===== src/rtl/multicycle_controller.sv =====
// ---------------------------------------------------------------------------
// multicycle_controller
//
// Control FSM for the multicycle RV32I core. Decodes the op/funct fields held
// in the instruction register and steps the datapath one state per cycle,
// sharing the single ALU and memory port across fetch, execute and writeback.
// It also selects the immediate format for the extender.
//
// Ports
//   clk          in   1  core clock, all state changes on the rising edge
//   reset        in   1  synchronous active-high reset
//   op           in   7  instr[6:0]
//   funct3       in   3  instr[14:12]
//   funct7b5     in   1  instr[30]
//   zero         in   1  ALU zero flag (meaningful in BEQ)
//   pc_write     out  1  PC load enable
//   adr_src      out  1  memory address select: 0=PC, 1=ALUOut
//   mem_write    out  1  data memory write enable
//   ir_write     out  1  IR/OldPC load enable
//   result_src   out  2  00=ALUOut 01=MemData 10=ALU result 11=imm_ext
//   alu_src_a    out  2  00=PC 01=OldPC 10=rs1
//   alu_src_b    out  2  00=rs2 01=imm_ext 10=const 4
//   alu_ctrl     out  3  000 add, 001 sub, 010 and, 011 or, 101 slt
//   reg_write    out  1  register file write enable
//   extend_ctrl  out  3  000 I, 001 S, 010 B, 011 U, 100 J
//   illegal      out  1  high while in TRAP
//   state        out  4  current state (debug)
// ---------------------------------------------------------------------------
module multicycle_controller #(
    parameter logic [3:0] RESET_STATE = 4'd0
) (
    input  logic       clk,
    input  logic       reset,
    input  logic [6:0] op,
    input  logic [2:0] funct3,
    input  logic       funct7b5,
    input  logic       zero,
    output logic       pc_write,
    output logic       adr_src,
    output logic       mem_write,
    output logic       ir_write,
    output logic [1:0] result_src,
    output logic [1:0] alu_src_a,
    output logic [1:0] alu_src_b,
    output logic [2:0] alu_ctrl,
    output logic       reg_write,
    output logic [2:0] extend_ctrl,
    output logic       illegal,
    output logic [3:0] state
);

    typedef enum logic [3:0] {
        S_FETCH    = 4'd0,
        S_DECODE   = 4'd1,
        S_MEMADR   = 4'd2,
        S_MEMREAD  = 4'd3,
        S_MEMWB    = 4'd4,
        S_MEMWRITE = 4'd5,
        S_EXECR    = 4'd6,
        S_ALUWB    = 4'd7,
        S_EXECI    = 4'd8,
        S_JAL      = 4'd9,
        S_BEQ      = 4'd10,
        S_LUI      = 4'd11,
        S_TRAP     = 4'd12
    } state_t;

    localparam logic [6:0] OP_LOAD   = 7'b0000011;
    localparam logic [6:0] OP_STORE  = 7'b0100011;
    localparam logic [6:0] OP_RTYPE  = 7'b0110011;
    localparam logic [6:0] OP_ITYPE  = 7'b0010011;
    localparam logic [6:0] OP_JAL    = 7'b1101111;
    localparam logic [6:0] OP_BRANCH = 7'b1100011;
    localparam logic [6:0] OP_LUI    = 7'b0110111;

    localparam logic [2:0] ALU_ADD = 3'b000;
    localparam logic [2:0] ALU_SUB = 3'b001;
    localparam logic [2:0] ALU_AND = 3'b010;
    localparam logic [2:0] ALU_OR  = 3'b011;
    localparam logic [2:0] ALU_SLT = 3'b101;

    state_t state_reg;
    state_t state_next;

    // Opcode classification
    logic is_load;
    logic is_store;
    logic is_rtype;
    logic is_itype;
    logic is_jal;
    logic is_branch;
    logic is_lui;

    assign is_load   = (op == OP_LOAD);
    assign is_store  = (op == OP_STORE);
    assign is_rtype  = (op == OP_RTYPE);
    assign is_itype  = (op == OP_ITYPE);
    assign is_jal    = (op == OP_JAL);
    assign is_branch = (op == OP_BRANCH);
    assign is_lui    = (op == OP_LUI);

    // ALU operation for R/I-type execute states. Unsupported funct3 values
    // clear funct_ok so the execute state diverts to TRAP instead of ALUWB.
    logic [2:0] funct_alu_ctrl;
    logic       funct_ok;

    always_comb begin
        funct_alu_ctrl = ALU_ADD;
        funct_ok       = 1'b1;
        case (funct3)
            3'b000:  funct_alu_ctrl = (funct7b5 & op[5]) ? ALU_SUB : ALU_ADD;
            3'b010:  funct_alu_ctrl = ALU_SLT;
            3'b110:  funct_alu_ctrl = ALU_OR;
            3'b111:  funct_alu_ctrl = ALU_AND;
            default: funct_ok       = 1'b0;
        endcase
    end

    // Only beq (000) and bne (001) are supported; bne inverts the zero test.
    logic branch_ok;
    logic branch_taken;

    assign branch_ok    = (funct3[2:1] == 2'b00);
    assign branch_taken = branch_ok & (zero ^ funct3[0]);

    // Immediate format follows the opcode directly; it only matters once the
    // instruction register is loaded, i.e. from DECODE onward.
    logic [2:0] extend_fsm;

    always_comb begin
        extend_fsm = 3'b000;
        if (is_store) begin
            extend_fsm = 3'b001;
        end else if (is_branch) begin
            extend_fsm = 3'b010;
        end else if (is_lui) begin
            extend_fsm = 3'b011;
        end else if (is_jal) begin
            extend_fsm = 3'b100;
        end
    end

    // State register
    always_ff @(posedge clk) begin
        if (reset) begin
            state_reg <= state_t'(RESET_STATE);
        end else begin
            state_reg <= state_next;
        end
    end

    // Next-state and per-state outputs (before reset gating)
    logic       pc_write_fsm;
    logic       adr_src_fsm;
    logic       mem_write_fsm;
    logic       ir_write_fsm;
    logic [1:0] result_src_fsm;
    logic [1:0] alu_src_a_fsm;
    logic [1:0] alu_src_b_fsm;
    logic [2:0] alu_ctrl_fsm;
    logic       reg_write_fsm;
    logic       illegal_fsm;

    always_comb begin
        state_next     = state_reg;
        pc_write_fsm   = 1'b0;
        adr_src_fsm    = 1'b0;
        mem_write_fsm  = 1'b0;
        ir_write_fsm   = 1'b0;
        result_src_fsm = 2'b00;
        alu_src_a_fsm  = 2'b00;
        alu_src_b_fsm  = 2'b00;
        alu_ctrl_fsm   = ALU_ADD;
        reg_write_fsm  = 1'b0;
        illegal_fsm    = 1'b0;

        case (state_reg)
            S_FETCH: begin
                // Fetch the instruction and compute PC+4 on the ALU
                adr_src_fsm    = 1'b0;
                ir_write_fsm   = 1'b1;
                alu_src_a_fsm  = 2'b00;
                alu_src_b_fsm  = 2'b10;
                alu_ctrl_fsm   = ALU_ADD;
                result_src_fsm = 2'b10;
                pc_write_fsm   = 1'b1;
                state_next     = S_DECODE;
            end
            S_DECODE: begin
                // Precompute the branch target OldPC + imm while decoding
                alu_src_a_fsm = 2'b01;
                alu_src_b_fsm = 2'b01;
                alu_ctrl_fsm  = ALU_ADD;
                if (is_load || is_store) begin
                    state_next = S_MEMADR;
                end else if (is_rtype) begin
                    state_next = S_EXECR;
                end else if (is_itype) begin
                    state_next = S_EXECI;
                end else if (is_jal) begin
                    state_next = S_JAL;
                end else if (is_branch) begin
                    state_next = S_BEQ;
                end else if (is_lui) begin
                    state_next = S_LUI;
                end else begin
                    state_next = S_TRAP;
                end
            end
            S_MEMADR: begin
                alu_src_a_fsm = 2'b10;
                alu_src_b_fsm = 2'b01;
                alu_ctrl_fsm  = ALU_ADD;
                // op[5] separates store (0100011) from load (0000011)
                state_next    = op[5] ? S_MEMWRITE : S_MEMREAD;
            end
            S_MEMREAD: begin
                adr_src_fsm = 1'b1;
                state_next  = S_MEMWB;
            end
            S_MEMWB: begin
                result_src_fsm = 2'b01;
                reg_write_fsm  = 1'b1;
                state_next     = S_FETCH;
            end
            S_MEMWRITE: begin
                adr_src_fsm   = 1'b1;
                mem_write_fsm = 1'b1;
                state_next    = S_FETCH;
            end
            S_EXECR: begin
                alu_src_a_fsm = 2'b10;
                alu_src_b_fsm = 2'b00;
                alu_ctrl_fsm  = funct_alu_ctrl;
                state_next    = funct_ok ? S_ALUWB : S_TRAP;
            end
            S_EXECI: begin
                alu_src_a_fsm = 2'b10;
                alu_src_b_fsm = 2'b01;
                alu_ctrl_fsm  = funct_alu_ctrl;
                state_next    = funct_ok ? S_ALUWB : S_TRAP;
            end
            S_ALUWB: begin
                result_src_fsm = 2'b00;
                reg_write_fsm  = 1'b1;
                state_next     = S_FETCH;
            end
            S_JAL: begin
                // PC takes the target held in ALUOut from DECODE while the
                // ALU forms OldPC + 4 for the link register written in ALUWB.
                alu_src_a_fsm  = 2'b01;
                alu_src_b_fsm  = 2'b10;
                alu_ctrl_fsm   = ALU_ADD;
                result_src_fsm = 2'b00;
                pc_write_fsm   = 1'b1;
                state_next     = S_ALUWB;
            end
            S_BEQ: begin
                alu_src_a_fsm  = 2'b10;
                alu_src_b_fsm  = 2'b00;
                alu_ctrl_fsm   = ALU_SUB;
                result_src_fsm = 2'b00;
                pc_write_fsm   = branch_taken;
                state_next     = branch_ok ? S_FETCH : S_TRAP;
            end
            S_LUI: begin
                result_src_fsm = 2'b11;
                reg_write_fsm  = 1'b1;
                state_next     = S_FETCH;
            end
            S_TRAP: begin
                illegal_fsm = 1'b1;
                state_next  = S_TRAP;
            end
            default: begin
                // Unused encodings are treated as a fault
                illegal_fsm = 1'b1;
                state_next  = S_TRAP;
            end
        endcase
    end

    // While reset is high everything is forced quiet, so an instruction
    // interrupted by reset can never complete a write in that cycle.
    always_comb begin
        pc_write    = 1'b0;
        adr_src     = 1'b0;
        mem_write   = 1'b0;
        ir_write    = 1'b0;
        result_src  = 2'b00;
        alu_src_a   = 2'b00;
        alu_src_b   = 2'b00;
        alu_ctrl    = 3'b000;
        reg_write   = 1'b0;
        extend_ctrl = 3'b000;
        illegal     = 1'b0;
        if (!reset) begin
            pc_write    = pc_write_fsm;
            adr_src     = adr_src_fsm;
            mem_write   = mem_write_fsm;
            ir_write    = ir_write_fsm;
            result_src  = result_src_fsm;
            alu_src_a   = alu_src_a_fsm;
            alu_src_b   = alu_src_b_fsm;
            alu_ctrl    = alu_ctrl_fsm;
            reg_write   = reg_write_fsm;
            extend_ctrl = extend_fsm;
            illegal     = illegal_fsm;
        end
    end

    assign state = state_reg;

endmodule


===== config.mk =====
export PLATFORM = sky130hd
export DESIGN_NAME = multicycle_controller
export DESIGN_NICKNAME = d
export VERILOG_FILES = /design/src/rtl/multicycle_controller.sv
export SDC_FILE = /design/constraint.sdc
export NUM_CORES = 1
export LEC_CHECK = 0
export ABC_AREA = 1
export ABC_CLOCK_PERIOD_IN_PS = 1100
export BUFFER_PORTS_ARGS = -buffer_cell sky130_fd_sc_hd__buf_2
export CORE_UTILIZATION = 35
export CTS_CLUSTER_DIAMETER = 30
export DETAILED_ROUTE_END_ITERATION = 6
export PLACE_DENSITY_LB_ADDON = 0.08
export RECOVER_POWER = 100
export SETUP_SLACK_MARGIN = 0.02
export SLEW_MARGIN = 20
export SYNTH_ARGS = -nofsm -noshare
export SYNTH_HDL_FRONTEND = slang
export SYNTH_SLANG_ARGS = --single-unit

===== constraint.sdc =====
create_clock -name clk -period 1.1 [get_ports clk]
set_input_delay 0.055 -clock clk [delete_from_list [all_inputs] [get_ports clk]]
set_output_delay 0.055 -clock clk [all_outputs]
set_load 0.02 [all_outputs]

-- Word level (Yosys, flattened, before mapping)
Index checks and enable logic that the tools add are counted.
- equality and inequality tests: 21
- multiplexer cells: 38
- bitwise logic cells: 3
- reduce and logical (&&, ||, !) cells: 14
- operator list (kind ; count):
    $mux 3 ; 11
    $pmux 4 s8 ; 1
    $eq 7x6->1 const B ; 3
    $eq 4x3->1 const B ; 4
    $eq 4x4->1 const B ; 4
    $mux 4 ; 4
    $eq 7x7->1 const B ; 2
    $mux 1 ; 13
    $pmux 3 s4 ; 1
    $reduce_or 12->1 ; 1
    $reduce_or 4->1 ; 3
    $eq 4x2->1 const B ; 2
    $pmux 2 s2 ; 2
    $reduce_or 2->1 ; 4
    $eq 7x2->1 const B ; 1
    $eq 7x5->1 const B ; 1
    $eq 3x3->1 const B ; 2
    $mux 2 ; 3
    $pmux 2 s3 ; 1
    $pmux 3 s2 ; 1
    $reduce_or 3->1 ; 2
    $eq 4x1->1 const B ; 1
    $logic_not 4->1 ; 1
    $eq 3x2->1 const B ; 1
    other kinds (6) ; 7
- register bits after elaboration: 4
- output and inout port bits: 22

-- Logic depth before layout (Yosys ltp)
Gate-level depths: netlist of run 1.
- depth after elaboration: 8
- mapped depth: 9

-- Worst setup path before layout of run 1
No wires, ideal clock.
- path kind: flip-flop to output port
- start: register state_reg[3], in the netlist state[3]
- end: output alu_ctrl[2]
- data arrival time: 1.591 ns
- data required time: 1.045 ns
- slack: -0.546 ns
- stages on the path, launching flop included: 7
- buffers on the path: 0
- path through: dfxtp_1 inv_1 nor2_1 nand2_1 nand2_2 nand2_1 nor4_1
- cells in the longest elaborated chain, start to end: 4
- RTL lines (what ; RTL line ; RTL):
    start, declared ; 82 ; state_t state_reg;
    start signal, assigned ; 146 ; state_reg <= state_t'(RESET_STATE);
    start signal, assigned ; 148 ; state_reg <= state_next;
    $eq 4x4->1 / $eq 4x3->1 (equally long branches) ; 177 ; case (state_reg)
    $reduce_or 2->1 (no source line) ; n/a ;
    $pmux 3 s2 (*) ; 177 ;
    $mux 3 (*) ; 297 ; if (!reset) begin
    end, declared ; 45 ; output logic [2:0] alu_ctrl,
Every way passes the cells marked *; elsewhere a longest branch is shown, timed or not.

-- Worst setup path in the final report of run 1
- start: register state_reg[3], in the netlist state[3]
- end: output pc_write
- cells in the longest elaborated chain, start to end: 4
- RTL lines (what ; RTL line ; RTL):
    $eq 4x4->1 / $logic_not 4->1 (equally long branches) ; 177 ;
    $reduce_or 2->1 (no source line) ; n/a ;
    $pmux 1 s2 (*) ; 177 ;
    $mux 1 (*) ; 297 ;
    end, declared ; 38 ; output logic pc_write,
Marked as above.

==> run_results.csv, run 1 <==
group,metric,value,unit
detailed_routing,dr.pass1.iters,6,
synthesis,synth_fp_nets,140,
outcome,status,"complete, but fails checks",
clock_tree,cts_buffers,3,
grt,grt_max_degree,15,
detailed_routing,drt_iter0_markers,20,
timing,clock_skew,0.00404,ns
power_and_ir_drop,p_leak,0.672,nW
cells_and_area,antennaDiodeCount,0,
detailed_routing,drtAntennaViolNets,0,
cells_and_area,layout.nets,202,
timing,fin_crit_sh,134,%
synthesis,ys_types,23,
synthesis,syn_area,617,µm²
power_and_ir_drop,ir_drop,1040,µV
setup_path,cp_max_fo,6,
setup_path,crit_path_end_kind,"primary output",
synthesis,syn_inst,126,
timing,holdWs,0.234,ns
grt,grt_pass1_wl,3.76,mm
min_path,hold_path_class,"in -> reg",
cells_and_area,largest_reg_flops,4,
timing,fin_ws,-0.379,ns
timing,rsz0062_at_grt,"true",
synthesis,synthFlopType,"dfxtp_1",
floorplan,initial_core_util,39.1,%
place,dp_hpwl,1.61,mm
synthesis,synth_area_per_cell,4.90,µm²
synthesis,synthTopCellsByCount,"nor2_1, nand2_1, inv_1",
cells_and_area,final_util,81.3,%
timing,setup_violations,19,
clock_tree,cts.sinks,4,
timing,slew_viol_final,0,
timing,max_freq,0.676,GHz
synthesis,synthArstFlopShare,0,%
synthesis,synth_edf_count,0,
detailed_routing,wirelength,2.51,mm
clock_tree,cts_tree,"built",
power_and_ir_drop,cellPowerDensity,2150,nW/µm²
place,routabilityCongestion,0.899,
synthesis,ys_top_cells_by_area,"nor2_1, nand2_1, dfxtp_1",
cells_and_area,fillers,115,
synthesis,ys_ff_latch,4,
clock_tree,root_buffer,"clkbuf_4",
setup_path,start_kind,"flip-flop",
cells_and_area,final_cells,202,
floorplan,core,1580,µm²
place,pre_cts_ws,-0.202,ns
clock_tree,clk_pin_slew,0.04,ns
setup_path,crit_type,"reg -> out",
setup_path,critPathRequiredTime,1.04,ns
grt,grt.overflow.total,0,
synthesis,synthDominantCellAreaShare,21.9,%
synthesis,yosysWarnings,0,
detailed_routing,viasPerCell,5.10,
timing,tightest_slew,0.468,ns
synthesis,yosysMostFrequentCell,"nor2_1",
synthesis,yosysSeqAreaShare,13.0,%
floorplan,num_io_pins,36,
setup_path,cp.arrival,1.42,ns
synthesis,yosysTopAreaCell,"nor2_1",
clock_tree,h-tree-depth,1,
clock_tree,cts.path.max_buffers,2,
clock_tree,hold_buffers,0,
timing,fin_tns_setup,-4.84,ns
floorplan,die_area,1930,µm²
cells_and_area,syn_to_final_growth,108,%
floorplan,fp-row-count,14,
floorplan,die_w,44.0,µm
place,numPortBuffers,35,
cells_and_area,drive_gt1_share,57.5,%
timing,relSlewSlack,68.5,%
timing,final-hold-violation-count,0,
timing,fin_crit,1.48,ns
grt,grt_pass1_vias,919,
outcome,violations,"negative setup slack",
floorplan,die-height,44.0,µm
detailed_routing,via_count,1031,
detailed_routing,wl_per_cell,12.4,µm
place,dp.cells,191,
clock_tree,insertion_delay,0.24,ns
flow_run,max_cap_viol_count,0,
detailed_routing,drc_errors,0,
grt,grt_use_total,25.7,%
grt,antenna_found_initial,0,
## final timing paths
path,startpoint,endpoint,slack (ns),depth (start not counted)
max,state[3]$_SDFF_PP0_,pc_write,-0.38,7
min,reset,state[2]$_SDFF_PP0_,0.23,3
max reg2reg,state[3]$_SDFF_PP0_,state[2]$_SDFF_PP0_,-0.31,11
min reg2reg,state[3]$_SDFF_PP0_,state[0]$_SDFF_PP0_,0.75,5
## metrics by stage
stage	instance area [µm²]	total power [mW]
6_report	1280	2.75
5_1_grt	1280	2.92
4_1_cts	1180	2.41
3_5_place_dp	1020	1.91
3_3_place_gp	1020	1.92
2_1_floorplan	706	1.26
## cell families (layout without fill, tap and decap cells)
family          Yosys count  count (layout)  share of synthesized area, %
simple gates             87              87                          61.1
xor+xnor                  1               1                          1.42
flops                     4               4                          13.0
compound gates           13              13                          11.6
buf+inv                  21              81                          13.0
## routing by layer
| metal | vias to the layer above | part of all wire [%] | wire length (µm) | track usage, % |
|---|---|---|---|---|
| met4 | 0 | 3.4 | 86 | 6.06 |
| met3 | 10 | 4.0 | 100 | 7.50 |
| met5 | - | 0 | 0 | 0 |
| met2 | 38 | 52 | 1310 | 45.4 |
| met1 | 465 | 40 | 1010 | 30.3 |
| li1 | 518 | - | - | - |
## layout by cell type, fill, tap and decap left out, types with 3 or more instances in the layout
| cell | instances |
|---|---|
| nor2_1 | 24 |
| a21oi_2 | 3 |
| nand2_2 | 5 |
| a21oi_1 | 3 |
| nor2_4 | 5 |
| inv_2 | 5 |
| nor2_2 | 8 |
| inv_1 | 13 |
| clkbuf_4 | 3 |
| buf_2 | 20 |
| nand2_1 | 23 |
| nand3_1 | 7 |
| buf_6 | 13 |
| buf_4 | 25 |
| dfxtp_4 | 4 |
## timing repair
action	in CTS	in global routing
pin swaps	12	9
cloned	0	0
endpoints found under the setup margin	18	20
gates resized for setup	36	19
setup buffers	5	4
## power by group
group,internal (mW),switching [mW],leakage (nW)
Combinational,1.05,1.17,0.622
Sequential,0.228,0.112,0.0356
Clock,0.123,0.0699,0.0138
Total,1.40,1.35,0.672
## final cells by class
type / instances / area, µm² / area share, %
flip-flops and latches: 4 / 95.1 / 7.42
well taps: 16 / 20.0 / 1.56
multi-input cells: 101 / 616 / 48.0
repair buffers: 59 / 454 / 35.4
inverters: 19 / 73.8 / 5.76
clock buffers: 3 / 22.5 / 1.76
## critical path: stages (launching register included)
cell and delay, ns:
dfxtp_4 0.36, inv_2 0.07, nor2_4 0.04, buf_4 0.13, a21oi_2 0.16, nor2_2 0.06
or2_4 0.23, buf_6 0.13
(Power assumes the default switching activity.)
==> inputs of run 2 (changes only) <==
--- a/config.mk
+++ b/config.mk
@@ -8,8 +8,11 @@
 export ABC_AREA = 1
 export ABC_CLOCK_PERIOD_IN_PS = 1100
 export BUFFER_PORTS_ARGS = -buffer_cell sky130_fd_sc_hd__buf_2
-export CORE_UTILIZATION = 35
+export CELL_PAD_IN_SITES_DETAIL_PLACEMENT = 1
+export CELL_PAD_IN_SITES_GLOBAL_PLACEMENT = 1
+export CORE_UTILIZATION = 23
 export CTS_CLUSTER_DIAMETER = 30
+export CTS_CLUSTER_SIZE = 12
 export DETAILED_ROUTE_END_ITERATION = 6
 export PLACE_DENSITY_LB_ADDON = 0.08
 export RECOVER_POWER = 100
==> run 2 against run 1 <==
Compared with the run above:
- the run still ends with negative setup slack left
- clock skew fell by 0.0018 ns
- register-to-register slack improved by 0.02 ns
- global-route usage fell by 4.9 points
- highest routed layer unchanged
==> run_results.csv, run 2 (synthesis gave the netlist of run 1 again) <==
group,metric,value,unit
timing,fin_crit_sh,131,%
cells_and_area,final_cell_mix,"nor2_1, buf_4, nand2_1, buf_6, buf_2",
power_and_ir_drop,ir_drop,1150,µV
cells_and_area,syn_to_final_growth,120,%
timing,tightest_slew,0.301,ns
setup_path,max_stage_delay,0.39,ns
cells_and_area,fillers,340,
timing,rsz0062_at_grt,"true",
clock_tree,cts.sinks,4,
setup_path,start_kind,"flip-flop",
clock_tree,root_buffer,"clkbuf_4",
clock_tree,cts_tree,"built",
setup_path,critPathRequiredTime,1.04,ns
timing,max_freq,0.693,GHz
detailed_routing,viasPerCell,4.69,
clock_tree,insertion_delay,0.23,ns
timing,fin_tns_setup,-4.57,ns
grt,antenna_found_initial,0,
timing,fin_crit,1.44,ns
timing,final-hold-violation-count,0,
grt,grt_max_degree,15,
setup_path,rrSetupSlack,-0.29,ns
outcome,violations,"negative setup slack",
timing,setup_violations,19,
cells_and_area,layout.nets,204,
clock_tree,cts.path.max_buffers,2,
floorplan,core,2500,µm²
detailed_routing,drt_iter0_markers,10,
power_and_ir_drop,total_power,2.95,mW
floorplan,num_io_pins,36,
cells_and_area,antennaDiodeCount,0,
setup_path,worstSetupStartpoint,"state[3]$_SDFF_PP0_",
setup_path,cp.arrival,1.39,ns
floorplan,die_w,53.8,µm
place,pre_cts_ws,-0.221,ns
detailed_routing,drtAntennaViolNets,0,
clock_tree,cts_buffers,3,
grt,grt.overflow.total,0,
setup_path,path_common_cell,"nand2_4",
setup_path,crit_path_end,"alu_ctrl[2]",
cells_and_area,final_util,54.4,%
floorplan,initial_core_util,24.7,%
flow_run,max_cap_viol_count,0,
cells_and_area,multi_input_area,637,µm²
cells_and_area,final_common_cell,"nor2_1",
power_and_ir_drop,p_leak,0.692,nW
clock_tree,h-tree-depth,1,
timing,relSlewSlack,79.7,%
timing,clock_skew,0.00221,ns
floorplan,fp-row-count,18,
min_path,worst_hold_startpoint,"reset",
clock_tree,hold_buffers,0,
setup_path,crit_type,"reg -> out",
grt,grt_use_total,20.7,%
setup_path,cp_max_fo,5,
setup_path,r2r-end,"state[1]$_SDFF_PP0_",
setup_path,reg2regPathDepth,10,
cells_and_area,largest_reg_flops,4,
cells_and_area,drive_gt1_share,58.5,%
floorplan,die-height,53.8,µm
setup_path,crit_chain,"inv_2 > nor2_4 > nand2_2 > nand2_4 > nand2_4 > nor4_4 > buf_4",
detailed_routing,wl_per_cell,13.0,µm
min_path,hold_path_class,"in -> reg",
clock_tree,clk_pin_slew,0.03,ns
power_and_ir_drop,cellPowerDensity,2170,nW/µm²
grt,grt_pass1_vias,991,
detailed_routing,wirelength,2.83,mm
place,numPortBuffers,35,
outcome,status,"complete, but fails checks",
timing,slew_viol_final,0,
timing,holdWs,0.225,ns
detailed_routing,drc_errors,0,
detailed_routing,via_count,1023,
detailed_routing,dr.pass1.iters,4,
setup_path,timing.rr.start,"state[3]$_SDFF_PP0_",
place,routabilityCongestion,0.792,
setup_path,crit_path_end_kind,"primary output",
setup_path,crit_slowest_cell,"dfxtp_4",
cells_and_area,seq_area,95.1,µm²
place,dp_hpwl,2.11,mm
grt,grt_pass1_wl,4.24,mm
floorplan,die_area,2890,µm²
timing,fin_ws,-0.344,ns
## run 2: cell types whose count changed in the layout (fill, tap and decap cells not counted), moves of 3 or more
cell	change
nand2_1	-5
inv_2	-3
buf_2	-3
buf_6	+5
nand2_2	+3
## run 2: worst max-delay path, delay by kind of cell (launching register included)
family                 cells  cell delay, ns
and+or+nand+nor            5            0.53
buffers and inverters      2            0.23
DFF                        1            0.39
## run 2: through the flow
stage	std cells	instance area, µm²
after floorplan	126	706
after CTS	216	1290
after detailed placement	210	1080
final	218	1360
after global placement	210	1080
after global routing	218	1360
## run 2: worst min path at each step
stage	end	slack, ns	cells after the start
final	state[3]$_SDFF_PP0_	0.23	4
after CTS	state[2]$_SDFF_PP0_	0.22	3
after global placement	alu_ctrl[2]	0.44	3
after floorplan	alu_ctrl[2]	0.15	1
after detailed placement	alu_ctrl[2]	0.45	3
after global routing	state[3]$_SDFF_PP0_	0.25	4
## run 2: layer usage
layer	GRT usage, %	routed length (µm)	vias to the layer above
met5	0	0	-
met4	7.89	27	0
met3	2.54	62	2
met2	39.5	1590	21
met1	22.8	1150	473
li1	-	-	527
## run 2: cell type report
class | instances | area share [%]
multi-input combinational | 101 | 46.9
inverter | 19 | 5.80
sequential | 4 | 7.00
timing repair buffer | 61 | 35.9
tap | 30 | 2.76
clock buffer | 3 | 1.66
## run 2: what timing repair did
action | 4_1_cts | 5_1_grt
endpoints found under the setup margin | 19 | 20
setup buffers | 3 | 2
resized for setup | 53 | 16
endpoints found under the hold margin | 0 | 0
pin swaps | 9 | 8
## run 2: power breakdown
part	total, mW	switching [mW]	internal (mW)
Combinational	2.44	1.23	1.20
Clock	0.175	0.0531	0.122
Sequential	0.342	0.113	0.228
==> inputs of run 3 (changes only) <==
--- a/config.mk
+++ b/config.mk
@@ -16,7 +16,7 @@
 export DETAILED_ROUTE_END_ITERATION = 6
 export PLACE_DENSITY_LB_ADDON = 0.08
 export RECOVER_POWER = 100
-export SETUP_SLACK_MARGIN = 0.02
+export SETUP_SLACK_MARGIN = 0.4
 export SLEW_MARGIN = 20
 export SYNTH_ARGS = -nofsm -noshare
 export SYNTH_HDL_FRONTEND = slang
==> run 3 against run 2 <==
Compared with the run above:
- synthesized cell count unchanged
- area after synthesis unchanged
- the flow now stops in global routing (5_1_grt)
==> run_results.csv, run 3 <==
group,metric,value,unit
clock_tree,root_buffer,"clkbuf_4",
place,routabilityCongestion,0.780,
synthesis,synthFlopType,"dfxtp_1",
timing,worst_endpoint_kind,"output port",
synthesis,ys_top_cells_by_area,"nor2_1, nand2_1, dfxtp_1",
place,pre_cts_ws,-0.229,ns
synthesis,syn_inst,126,
synthesis,yosysWarnings,0,
synthesis,syn_area,617,µm²
floorplan,initial_core_util,24.7,%
synthesis,synthDominantCellAreaShare,21.9,%
place,place_area,1180,µm²
synthesis,yosysMostFrequentCell,"nor2_1",
timing,crit_endpoint,"alu_ctrl[2]",
place,dp.cells,207,
synthesis,synthArstFlopShare,0,%
floorplan,die_w,53.8,µm
synthesis,synth_edf_count,0,
place,dp_hpwl,2.16,mm
outcome,flow.stopped_at,"global routing (5_1_grt)",
grt,antenna_found_initial,0,
place,numPortBuffers,35,
outcome,status,"stopped before the end",
synthesis,yosysSeqAreaShare,13.0,%
floorplan,die-height,53.8,µm
outcome,error_line,"[ERROR DPL-0033] detailed placement checks failed during check placement.",
clock_tree,h-tree-depth,1,
synthesis,ys_types,23,
grt,grt_max_degree,9,
synthesis,yosysTopAreaCell,"nor2_1",
clock_tree,cts.path.max_buffers,2,
floorplan,num_io_pins,36,
clock_tree,hold_buffers,0,
synthesis,synth_fp_nets,140,
synthesis,synth_area_per_cell,4.90,µm²
clock_tree,cts.sinks,4,
synthesis,ys_ff_latch,4,
floorplan,fp-row-count,18,
synthesis,synthTopCellsByCount,"nor2_1, nand2_1, inv_1",
clock_tree,cts_buffers,3,
run 3: cells by family after synthesis:
group	share of synthesized area, %
compound gates	11.6
xor+xnor	1.42
buf+inv	13.0
flops	13.0
simple gates	61.1
run 3: metrics by stage:
stage | setup TNS, ns | hold slack [ns]
after floorplan | -0.150 | 0.140
after detailed placement | -1.15 | 0.447
after CTS | -4.67 | 0.200
after global placement | -0.747 | 0.437
run 3: what timing repair did:
item                                   4_1_cts
buffers inserted                            19
setup endpoints to repair                   26
resized for setup                          104
endpoints found under the hold margin        0
pin swaps                                   25
==> inputs of run 4 (changes only) <==
==> config.mk (replaced) <==
export PLATFORM = sky130hd
export DESIGN_NAME = multicycle_controller
export DESIGN_NICKNAME = d
export VERILOG_FILES = /design/src/rtl/multicycle_controller.sv
export SDC_FILE = /design/constraint.sdc
export NUM_CORES = 1
export LEC_CHECK = 0
export ABC_AREA = 1
export ABC_CLOCK_PERIOD_IN_PS = 1400
export BUFFER_PORTS_ARGS = -buffer_cell sky130_fd_sc_hd__buf_2
export CORE_AREA = 2 2 63 65
export DETAILED_ROUTE_END_ITERATION = 6
export DIE_AREA = 0 0 65 67
export PLACE_DENSITY_LB_ADDON = 0.15
export RECOVER_POWER = 100
export SLEW_MARGIN = 20
export SYNTH_ARGS = -nofsm -noshare
export SYNTH_HDL_FRONTEND = slang
export SYNTH_SLANG_ARGS = --single-unit
==> constraint.sdc (replaced) <==
create_clock -name clk -period 1.4 [get_ports clk]
set_input_delay 0.07 -clock clk [delete_from_list [all_inputs] [get_ports clk]]
set_output_delay 0.07 -clock clk [all_outputs]
set_load 0.02 [all_outputs]
==> run 4 against run 3 <==
Compared with the run above:
- the flow now finishes, with violations (negative setup slack)
==> run_results.csv, run 4 (synthesis gave the netlist of run 1 again) <==
group,metric,value,unit
cells_and_area,antennaDiodeCount,0,
cells_and_area,fillers,410,
timing,rsz0062_at_grt,"true",
clock_tree,h-tree-depth,1,
floorplan,die_w,65,µm
setup_path,reg2regPathDepth,9,
flow_run,max_cap_viol_count,0,
place,dp.cells,211,
floorplan,initial_core_util,17.1,%
min_path,worst_hold_startpoint,"reset",
cells_and_area,final_cells,219,
cells_and_area,largest_reg_flops,4,
timing,fin_ws,-0.0275,ns
detailed_routing,drc_errors,0,
timing,final-hold-violation-count,0,
clock_tree,cts.path.max_buffers,2,
grt,grt_max_degree,15,
detailed_routing,drtAntennaViolNets,0,
timing,holdWs,0.255,ns
setup_path,crit_slowest_cell,"dfxtp_4",
clock_tree,hold_buffers,0,
timing,slew_viol_final,0,
setup_path,crit_path_end_kind,"primary output",
min_path,holdPathStages,3,
detailed_routing,viasPerCell,4.18,
detailed_routing,wirelength,2.22,mm
setup_path,cp.arrival,1.36,ns
timing,fin_tns_setup,-0.0490,ns
power_and_ir_drop,ir_drop,304,µV
setup_path,critPathRequiredTime,1.33,ns
min_path,worstHoldEndpoint,"state[2]$_SDFF_PP0_",
timing,fin_crit,1.43,ns
cells_and_area,syn_to_final_growth,82.8,%
timing,relSlewSlack,79.2,%
detailed_routing,wl_per_cell,10.1,µm
place,dp_hpwl,1.75,mm
floorplan,fp-row-count,22,
cells_and_area,final_util,31.3,%
outcome,violations,"negative setup slack",
min_path,hold_path_class,"in -> reg",
floorplan,die_area,4360,µm²
cells_and_area,multi_input_area,577,µm²
setup_path,rrSetupSlack,0.15,ns
setup_path,max_stage_delay,0.38,ns
setup_path,crit_type,"reg -> out",
power_and_ir_drop,p_leak,0.577,nW
cells_and_area,final_common_cell,"buf_2",
timing,max_freq,0.701,GHz
setup_path,crit_chain,"inv_2 > nand2_2 > buf_4 > nor2_4 > o31ai_1 > inv_1 > buf_2",
cells_and_area,seq_area,95.1,µm²
clock_tree,cts_buffers,3,
timing,clock_skew,0.00154,ns
detailed_routing,via_count,915,
outcome,status,"complete, but fails checks",
timing,setup_violations,3,
grt,grt.overflow.total,0,
cells_and_area,drive_gt1_share,50.3,%
clock_tree,root_buffer,"clkbuf_8",
clock_tree,insertion_delay,0.21,ns
floorplan,die-height,67,µm
setup_path,cp_max_fo,4,
detailed_routing,dr.pass1.iters,4,
grt,antenna_found_initial,0,
power_and_ir_drop,cellPowerDensity,1620,nW/µm²
place,routabilityCongestion,0.826,
clock_tree,cts.sinks,4,
cells_and_area,layout.nets,187,
setup_path,start_kind,"flip-flop",
floorplan,num_io_pins,36,
clock_tree,cts_tree,"built",
setup_path,timing.rr.start,"state[3]$_SDFF_PP0_",
clock_tree,clk_pin_slew,0.03,ns
cells_and_area,final_cell_mix,"buf_2, nor2_1, nand2_1",
grt,grt_pass1_wl,3.68,mm
detailed_routing,drt_iter0_markers,39,
grt,grt_pass1_vias,901,
floorplan,core,3610,µm²
timing,fin_crit_sh,102,%
timing,tightest_slew,0.308,ns
place,numPortBuffers,35,
setup_path,r2r-end,"state[1]$_SDFF_PP0_",
grt,grt_use_total,10.6,%
## run 4: worst max path at each step
stage	from	to	slack, ns	cells past startpoint
5_1_grt	state[1]$_SDFF_PP0_	alu_ctrl[2]	-0.12	7
3_3_place_gp	state[0]$_SDFF_PP0_	pc_write	-0.03	7
6_report	state[1]$_SDFF_PP0_	alu_src_b[0]	-0.03	7
2_1_floorplan	state[3]$_SDFF_PP0_	alu_ctrl[2]	-0.04	6
4_1_cts	state[2]$_SDFF_PP0_	alu_ctrl[2]	-0.02	7
3_5_place_dp	state[0]$_SDFF_PP0_	pc_write	0.002	7
## run 4: metal layers
layer | up-vias | GRT usage (%) | routed length [µm]
met3 | 0 | 2.53 | 111
met2 | 21 | 18.0 | 1050
met1 | 406 | 13.2 | 1060
met4 | 0 | 3.19 | 0
met5 | - | 0 | 0
li1 | 488 | - | -
## run 4: area by class of cell
class / count / area share, %
well taps: 48 / 5.33
repair buffers: 44 / 24.4
inverters: 19 / 6.99
clock buffers: 3 / 3.66
multi-input cells: 101 / 51.2
flip-flops and latches: 4 / 8.44
## run 4: worst max-delay path, delay by kind of cell, from the launching register on
family	cells	cell delay [ns]
AO/OA/AOI/OAI	1	0.24
buffers and inverters	4	0.40
flip-flops	1	0.38
AND/OR/NAND/NOR	2	0.12
## run 4: power breakdown
group	internal (mW)	switching, mW	total (mW)
clock	0.183	0.0576	0.241
combinational	0.520	0.765	1.29
sequential	0.180	0.115	0.295
## run 4: timing repair
| item | 4_1_cts | 5_1_grt |
|---|---|---|
| gates resized for setup | 26 | 30 |
| endpoints found under the setup margin | 9 | 8 |
| cloned | 0 | 0 |
| setup buffers | 3 | 2 |
| pin swaps | 4 | 6 |
## run 4: metrics by stage
step,setup WS [ns],total power [mW],instance area (µm²)
floorplan,-0.0354,0.881,626
global placement,-0.0299,1.24,882
detailed placement,0.00175,1.22,882
CTS,-0.0212,1.67,1010
global route,-0.116,1.97,1130
finish,-0.0275,1.82,1130
